## src/rtl/led_update_scheduler.sv

```systemverilog
// led_update_scheduler: assigns LED slots to colour detections, buffers them and
// replays each as a timed one-hot command with a blank gap to the RGB LED controller.
module led_update_scheduler #(
    parameter int FIFO_DEPTH  = 4,
    parameter int HOLD_CYCLES = 4,
    parameter int WRAP        = 1
) (
    input  logic       clk,
    input  logic       rst,
    input  logic       det_valid,
    input  logic [1:0] det_color,
    output logic       det_ready,
    input  logic       clear,
    output logic [1:0] led_num,
    output logic       red_out,
    output logic       green_out,
    output logic       blue_out,
    output logic [1:0] slot_count,
    output logic       busy
);
    localparam int AW = $clog2(FIFO_DEPTH);
    localparam int CW = (HOLD_CYCLES > 1) ? $clog2(HOLD_CYCLES) : 1;
    localparam logic [CW-1:0] HOLD_LOAD = CW'(HOLD_CYCLES - 1);

    typedef enum logic [1:0] {
        IDLE  = 2'd0,
        DRIVE = 2'd1,
        GAP   = 2'd2
    } state_t;

    state_t        state, state_next;
    logic [3:0]    mem [FIFO_DEPTH];
    logic [AW:0]   wr_ptr, rd_ptr;
    logic          empty, full, push, pop, wrap_block;
    logic [3:0]    head;
    logic [1:0]    next_slot;
    logic [CW-1:0] cnt, cnt_next;
    logic [1:0]    led_next;
    logic [2:0]    rgb, rgb_next;

    function automatic logic [2:0] color_lines(input logic [1:0] c);
        case (c)
            2'b01:   return 3'b100;
            2'b10:   return 3'b010;
            2'b11:   return 3'b001;
            default: return 3'b000;
        endcase
    endfunction

    // Extra pointer MSB distinguishes full from empty when the index bits match.
    assign empty      = (wr_ptr == rd_ptr);
    assign full       = (wr_ptr[AW] != rd_ptr[AW]) && (wr_ptr[AW-1:0] == rd_ptr[AW-1:0]);
    assign head       = mem[rd_ptr[AW-1:0]];
    assign wrap_block = (WRAP == 0) && (slot_count == 2'd3);
    assign det_ready  = !rst && !full && !clear && !wrap_block;
    assign push       = det_valid && det_ready && (det_color != 2'b00);
    assign busy       = !empty || (state != IDLE);
    assign {red_out, green_out, blue_out} = rgb;

    always_comb begin
        state_next = state;
        cnt_next   = cnt;
        led_next   = led_num;
        rgb_next   = rgb;
        pop        = 1'b0;
        case (state)
            IDLE: begin
                led_next = '0;
                rgb_next = '0;
                if (!empty) begin
                    pop        = 1'b1;
                    led_next   = head[3:2];
                    rgb_next   = color_lines(head[1:0]);
                    cnt_next   = HOLD_LOAD;
                    state_next = DRIVE;
                end
            end
            DRIVE: begin
                if (cnt == '0) begin
                    led_next   = '0;
                    rgb_next   = '0;
                    state_next = GAP;
                end else begin
                    cnt_next = cnt - 1'b1;
                end
            end
            GAP: begin
                led_next   = '0;
                rgb_next   = '0;
                state_next = IDLE;
            end
            default: begin
                led_next   = '0;
                rgb_next   = '0;
                state_next = IDLE;
            end
        endcase
        // A flush aborts the in-flight command and must not consume the head entry.
        if (clear) begin
            state_next = IDLE;
            cnt_next   = '0;
            led_next   = '0;
            rgb_next   = '0;
            pop        = 1'b0;
        end
    end

    always_ff @(posedge clk) begin
        if (rst) begin
            state   <= IDLE;
            cnt     <= '0;
            led_num <= '0;
            rgb     <= '0;
        end else begin
            state   <= state_next;
            cnt     <= cnt_next;
            led_num <= led_next;
            rgb     <= rgb_next;
        end
    end

    always_ff @(posedge clk) begin
        if (rst || clear) begin
            wr_ptr     <= '0;
            rd_ptr     <= '0;
            next_slot  <= 2'd1;
            slot_count <= '0;
        end else begin
            if (push) begin
                wr_ptr    <= wr_ptr + 1'b1;
                next_slot <= (next_slot == 2'd3) ? 2'd1 : next_slot + 2'd1;
                if (slot_count != 2'd3)
                    slot_count <= slot_count + 2'd1;
            end
            if (pop)
                rd_ptr <= rd_ptr + 1'b1;
        end
    end

    always_ff @(posedge clk) begin
        if (push)
            mem[wr_ptr[AW-1:0]] <= {next_slot, det_color};
    end

endmodule

```

## config.mk

```make
export PLATFORM = sky130hd
export DESIGN_NAME = led_update_scheduler
export DESIGN_NICKNAME = d
export VERILOG_FILES = /design/src/rtl/led_update_scheduler.sv
export SDC_FILE = /design/constraint.sdc
export NUM_CORES = 1
export LEC_CHECK = 0
export CAP_MARGIN = 15
export CORE_AREA = 4 4 67 69
export DETAILED_ROUTE_END_ITERATION = 8
export DIE_AREA = 0 0 71 73
export GPL_ROUTABILITY_DRIVEN = 0
export PLACE_DENSITY_LB_ADDON = 0.05
export SLEW_MARGIN = 20
export SYNTH_ARGS = -nofsm -noshare
export SYNTH_HDL_FRONTEND = slang
export SYNTH_SLANG_ARGS = --single-unit
```

## constraint.sdc

```tcl
create_clock -name clk -period 2.4 [get_ports clk]
set_input_delay 0.48 -clock clk [delete_from_list [all_inputs] [get_ports clk]]
set_output_delay 0.48 -clock clk [all_outputs]
set_load 0.01 [all_outputs]
```

==> reports/results.txt, run 1 <==
status: complete, no violations
layout cells sized above 1: 17.8%
initial antenna violation count: 0
clock slew at reported path FFs: 70 ps
first-pass GRT wire length: 5470 um
P_leak: 0.756 nW
top_reg_cell synth: dfxtp_1
NumNets Final: 176
Max Slew Vio Count: 0
FILL cells: 360
worst slew pin tran: 629 ps
FP Rows: 23
R2R depth: 4
Clock Latency Late Sink: 290 ps
Worst setup SP type: register
final critical-path share of the clock period: 87.3%
Layout Skew: 6.12 ps
final setup violation count: 0
core area: 3910 um^2
f_max: 0.477 GHz
largest area contributor in the netlist: edfxtp_1
Setup TNS Final: 0 ps
first-iteration detailed-routing DRC count: 51
post-synthesis simple-gate area fraction: 11.9%
Die Width: 71 um
yosys warns: 0
final hold slack: 476 ps
# diodes: 0
number of synthesized flops with an enable pin: 16
syn avg cell area: 12.7 um^2
FFs w/ async S/R, synth: 0%
Detailed Routing Iterations Pass 1: 4
mux cell area share after synthesis: 11.7%
TritonCTS Buffers: 5
Mapped Area: 1700 um^2
relative slew slack: 58.0%
I/O pins: 15
Synth Area in XOR/XNOR: 4.20%
Worst EP required: 1920 ps
syn_nets: 148
Synth Register Bits: 37
vias in the first global route: 1148
Pwr per Cell Area: 598 nW/um^2
vias per cell: 5.33
Area Growth Syn to Fin: 22.0%
worst-path fanout max: 6
initial core utilization: 43.4%
remaining antenna violation count: 0
Final Hold Violating Endpoints: 0
flip-flop and latch area: 901 um^2
Post-Route WL: 3290 um
Hold Path Stages: 2
Synth Instances: 134
multi-input logic area: 758 um^2
Max IR drop VDD: 0.318 mV
main combinational cell family by area after synthesis: simple AND/OR/NAND/NOR gates
clock net sink count: 37
Hold Path Class: reg2reg
largest net degree at the start of global routing: 17
TritonCTS clock tree: done
Seq/Total Area, Yosys: 53.1%
grt ovf: 0
root buffer cell: clkbuf_8
die height: 73 um
Remaining DRCs: 0
min Tclk post-route: 2100 ps
fin worst setup slack: 304 ps
vias: 1135
crit path DAT: 1620 ps
top post-synthesis cells by area: edfxtp_1 (28%), dfxtp_1 (25%), ha_1 (5.9%)
Setup CP Type: reg2out
H-tree depth: 2
GRT Total Usage: 14.2%
Max Cap Viol: 0
Detail Placement HPWL: 2460 um
Critical Path End Type: primary output
RSZ-0062 raised after global routing: false
post-synth top area share: 28.3%
Pwr Total: 1.24 mW
I/O Buffers: 14
Max Buffers Root-to-Sink: 2
DIE AREA: 5180 um^2
post-synth cell types: 39
setup bufs post-CTS: 0
complex-gate fraction of the synthesized area: 11.0%
routed len/inst: 15.5 um
Synth Area in Adders: 5.90%
dpl ws: 21.8 ps
==> synthesized netlist by cell type (3+ instances only) <==
cell	count
edfxtp_1	16
nand3_1	3
ha_1	8
mux2i_1	10
o21ai_0	4
nor2_1	5
inv_1	7
clkbuf_1	3
nand2_1	14
or3_1	4
dfxtp_1	21
xnor2_1	3
and3_1	4
==> power breakdown <==
part | leakage, nW | total, mW | switching (mW) | internal [mW]
registers | 0.309 | 0.680 | 0.0117 | 0.668
clock network | 0.0481 | 0.435 | 0.229 | 0.206
logic | 0.399 | 0.123 | 0.0591 | 0.0636
==> logic make-up (layout without fill, tap and decap cells) <==
group,count (synthesis),after routing
AND/OR/NAND/NOR,39,39
flip-flops,37,37
AO/OA/AOI/OAI,20,20
multiplexers,14,14
buffers and inverters,10,39
adder cells (fa/ha/maj),8,8
XOR/XNOR,6,6
==> per-layer routing <==
metal  global-route usage [%]  vias to the layer above  share of wire [%]
met1                     17.1                      552                 44
met2                     23.7                       13                 50
met3                     3.31                        6                3.5
met4                     7.52                        0                1.8
met5                        0                        -                  0
li1                         -                      564                  -
==> cell usage in the layout, fill, tap and decap left out, types with 5 or more instances in the layout <==
cell type	count
edfxtp_1	16
nor2_1	5
clkdlybuf4s50_1	13
mux2i_1	10
inv_1	7
clkbuf_8	5
nand2_1	14
ha_1	8
dfxtp_1	21
buf_4	9
==> flip-flops by register name, summed over array words and instances (netlist names), named ones only <==
signal,flops
cnt,2
wr_ptr,3
mem,16
state,2
led_num,2
next_slot,2
rgb,3
rd_ptr,3
slot_count,2
==> what timing repair did <==
item / CTS / global route
setup endpoints to repair: 0 / 1
resized for setup: 0 / 1
hold buffers: 0 / 0
==> metrics by stage <==
step / std cells / area, um^2 / util [%]
3_3_place_gp: 205 / 1980 / 50.5
5_1_grt: 213 / 2070 / 52.9
2_1_floorplan: 134 / 1700 / -
6_report: 213 / 2070 / 52.9
3_5_place_dp: 205 / 1980 / 50.5
4_1_cts: 213 / 2070 / 52.8
==> worst max-delay path, cell delays in order, from the launching register on <==
cell	delay (ps)
dfxtp_1	480
xnor2_1	220
nand4_1	130
clkdlybuf4s50_1	500
==> cell type report <==
class                   count  share of cell area, %
well taps                  50                   3.02
clock buffers               5                   3.33
multi-input cells          87                   36.6
inverters                   7                   1.27
repair buffers             24                   11.1
flip-flops and latches     37                   43.5
clock inverters             3                   1.09
==> final timing paths <==
kind	endpoint	startpoint	slack, ps
worst max-delay path	busy	wr_ptr[0]	300
worst min-delay path	led_num[1]	led_num[1]	480
worst max register to register	mem[0][1]	wr_ptr[0]	690
worst min register to register	led_num[1]	led_num[1]	480
(Power assumes the default switching activity.)
==> run 2: changes to the inputs <==
Settings changed: ABC_AREA set to 1, SLEW_MARGIN 20 to 15.
==> run 2 against run 1 <==
Effect of this change:
- non-clock buffer count decreased by 8
- first-iteration DRC count increased by 25%
- die area unchanged
- routed wire length decreased by 4.6%
- critical path type unchanged
- largest cell class unchanged
==> reports/results.txt, run 2 <==
crit path DAT: 1780 ps
TritonCTS clock tree: done
Setup TNS Final: 0 ps
post-synth top area share: 27.8%
largest net degree at the start of global routing: 16
DIE AREA: 5180 um^2
f_max: 0.443 GHz
Post-CTS Resized: 0
Layout Skew: 5.39 ps
post-synth cell types: 28
TritonCTS Buffers: 5
vias in the first global route: 1309
Detailed Routing Iterations Pass 1: 4
RSZ-0062 raised after global routing: false
I/O pins: 15
GRT Total Usage: 13.9%
I/O Buffers: 14
worst-path fanout max: 5
NumNets Final: 228
remaining antenna violation count: 0
Max Cap Viol: 0
status: complete, no violations
Setup CP Type: reg2out
min Tclk post-route: 2260 ps
top post-synthesis cells by area: edfxtp_1 (28%), dfxtp_1 (24%), nand2_1 (10%)
layout cells sized above 1: 14.9%
Post-Route WL: 3140 um
first-iteration detailed-routing DRC count: 64
Remaining DRCs: 0
hold buffers post-CTS: 0
root buffer cell: clkbuf_8
worst slew pin tran: 598 ps
Seq/Total Area, Yosys: 52.2%
P_leak: 0.831 nW
Worst EP required: 1920 ps
Synth Instances: 193
Worst setup SP type: register
yosys warns: 0
commonest non-fill, non-tap cell in the layout: nand2_1
first-pass GRT wire length: 5640 um
initial core utilization: 44.1%
Pwr per Cell Area: 587 nW/um^2
Max Slew Vio Count: 0
setup bufs post-CTS: 0
syn avg cell area: 8.95 um^2
FILL cells: 388
initial antenna violation count: 0
FP Rows: 23
Detail Placement HPWL: 2350 um
fin util: 51.4%
relative slew slack: 60.1%
vias per cell: 4.75
Synth Register Bits: 37
Max IR drop VDD: 0.353 mV
Pwr Total: 1.18 mW
grt ovf: 0
top_reg_cell synth: dfxtp_1
# diodes: 0
Max Buffers Root-to-Sink: 2
Hold Path Class: reg2reg
Die Width: 71 um
clock net sink count: 37
vias: 1260
final critical-path share of the clock period: 94.1%
final setup violation count: 0
routed len/inst: 11.8 um
core area: 3910 um^2
clock slew at reported path FFs: 70 ps
Area Growth Syn to Fin: 16.5%
Mapped Area: 1730 um^2
Post-synth top cells: nand2_1 (48), inv_1 (27), dfxtp_1 (21), nor2_1 (18), edfxtp_1 (16)
die height: 73 um
Clock Latency Late Sink: 280 ps
FFs w/ async S/R, synth: 0%
top-count cell post-synth: nand2_1
syn_nets: 207
Final Hold Violating Endpoints: 0
Largest register FFs: 16
most frequent cells in the layout: nand2_1 (48), inv_1 (27), dfxtp_1 (20), nor2_1 (18), edfxtp_1 (16)
number of synthesized flops with an enable pin: 16
largest area contributor in the netlist: edfxtp_1
H-tree depth: 2
Critical Path End Type: primary output
final hold slack: 473 ps
-- run 2: final timing paths --
check	cells after the start	startpoint	slack, ps	to
worst min-delay path	2	cnt[1]	470	cnt[1]
worst min register to register	2	cnt[1]	470	cnt[1]
worst max-delay path	7	wr_ptr[0]	140	det_ready
worst max register to register	6	wr_ptr[0]	780	mem[1][3]
-- run 2: area by class of cell --
cell class                      count  area, um^2  area share (%)
Clock inverter                      2        10.0           0.498
Inverter                           32         123            6.09
Sequential cell                    37         902            44.8
Timing Repair Buffer               16         155            7.71
Tap cell                           50        62.6            3.11
Clock buffer                        6        72.6            3.61
Multi-Input combinational cell    122         687            34.1
-- run 2: routing by layer --
metal / global-route usage, % / wire (um) / vias up
li1: - / - / 661
met4: 5.01 / 46 / 0
met2: 24.3 / 1550 / 13
met1: 16.2 / 1430 / 581
met3: 4.27 / 104 / 5
met5: 0 / 0 / -
-- run 2: power breakdown --
group	internal, mW	switching [mW]
Clock	0.201	0.211
Sequential	0.664	0.00875
Combinational	0.0383	0.0582
-- run 2: kinds of logic after synthesis --
group           share of synthesized area (%)
simple gates                             24.3
flops                                    52.2
buf+inv                                  8.04
compound gates                           8.70
fa+ha+maj                                5.80
xor+xnor                                 1.01
-- run 2: per-stage QoR --
stage,instance area [um^2],worst slack (ps),std cells
global route,2010,31.8,265
finish,2010,141,265
floorplan,1730,976,193
CTS,2010,119,265
detailed placement,1930,168,257
global placement,1930,164,257
-- run 2: critical path, stage by stage (launching register included) --
cell and delay (ps):
dfxtp_1 430, inv_2 90, nand2_1 80, nand2_2 70, nand3_2 150, nand2_2 70
inv_2 80, clkdlybuf4s50_1 540
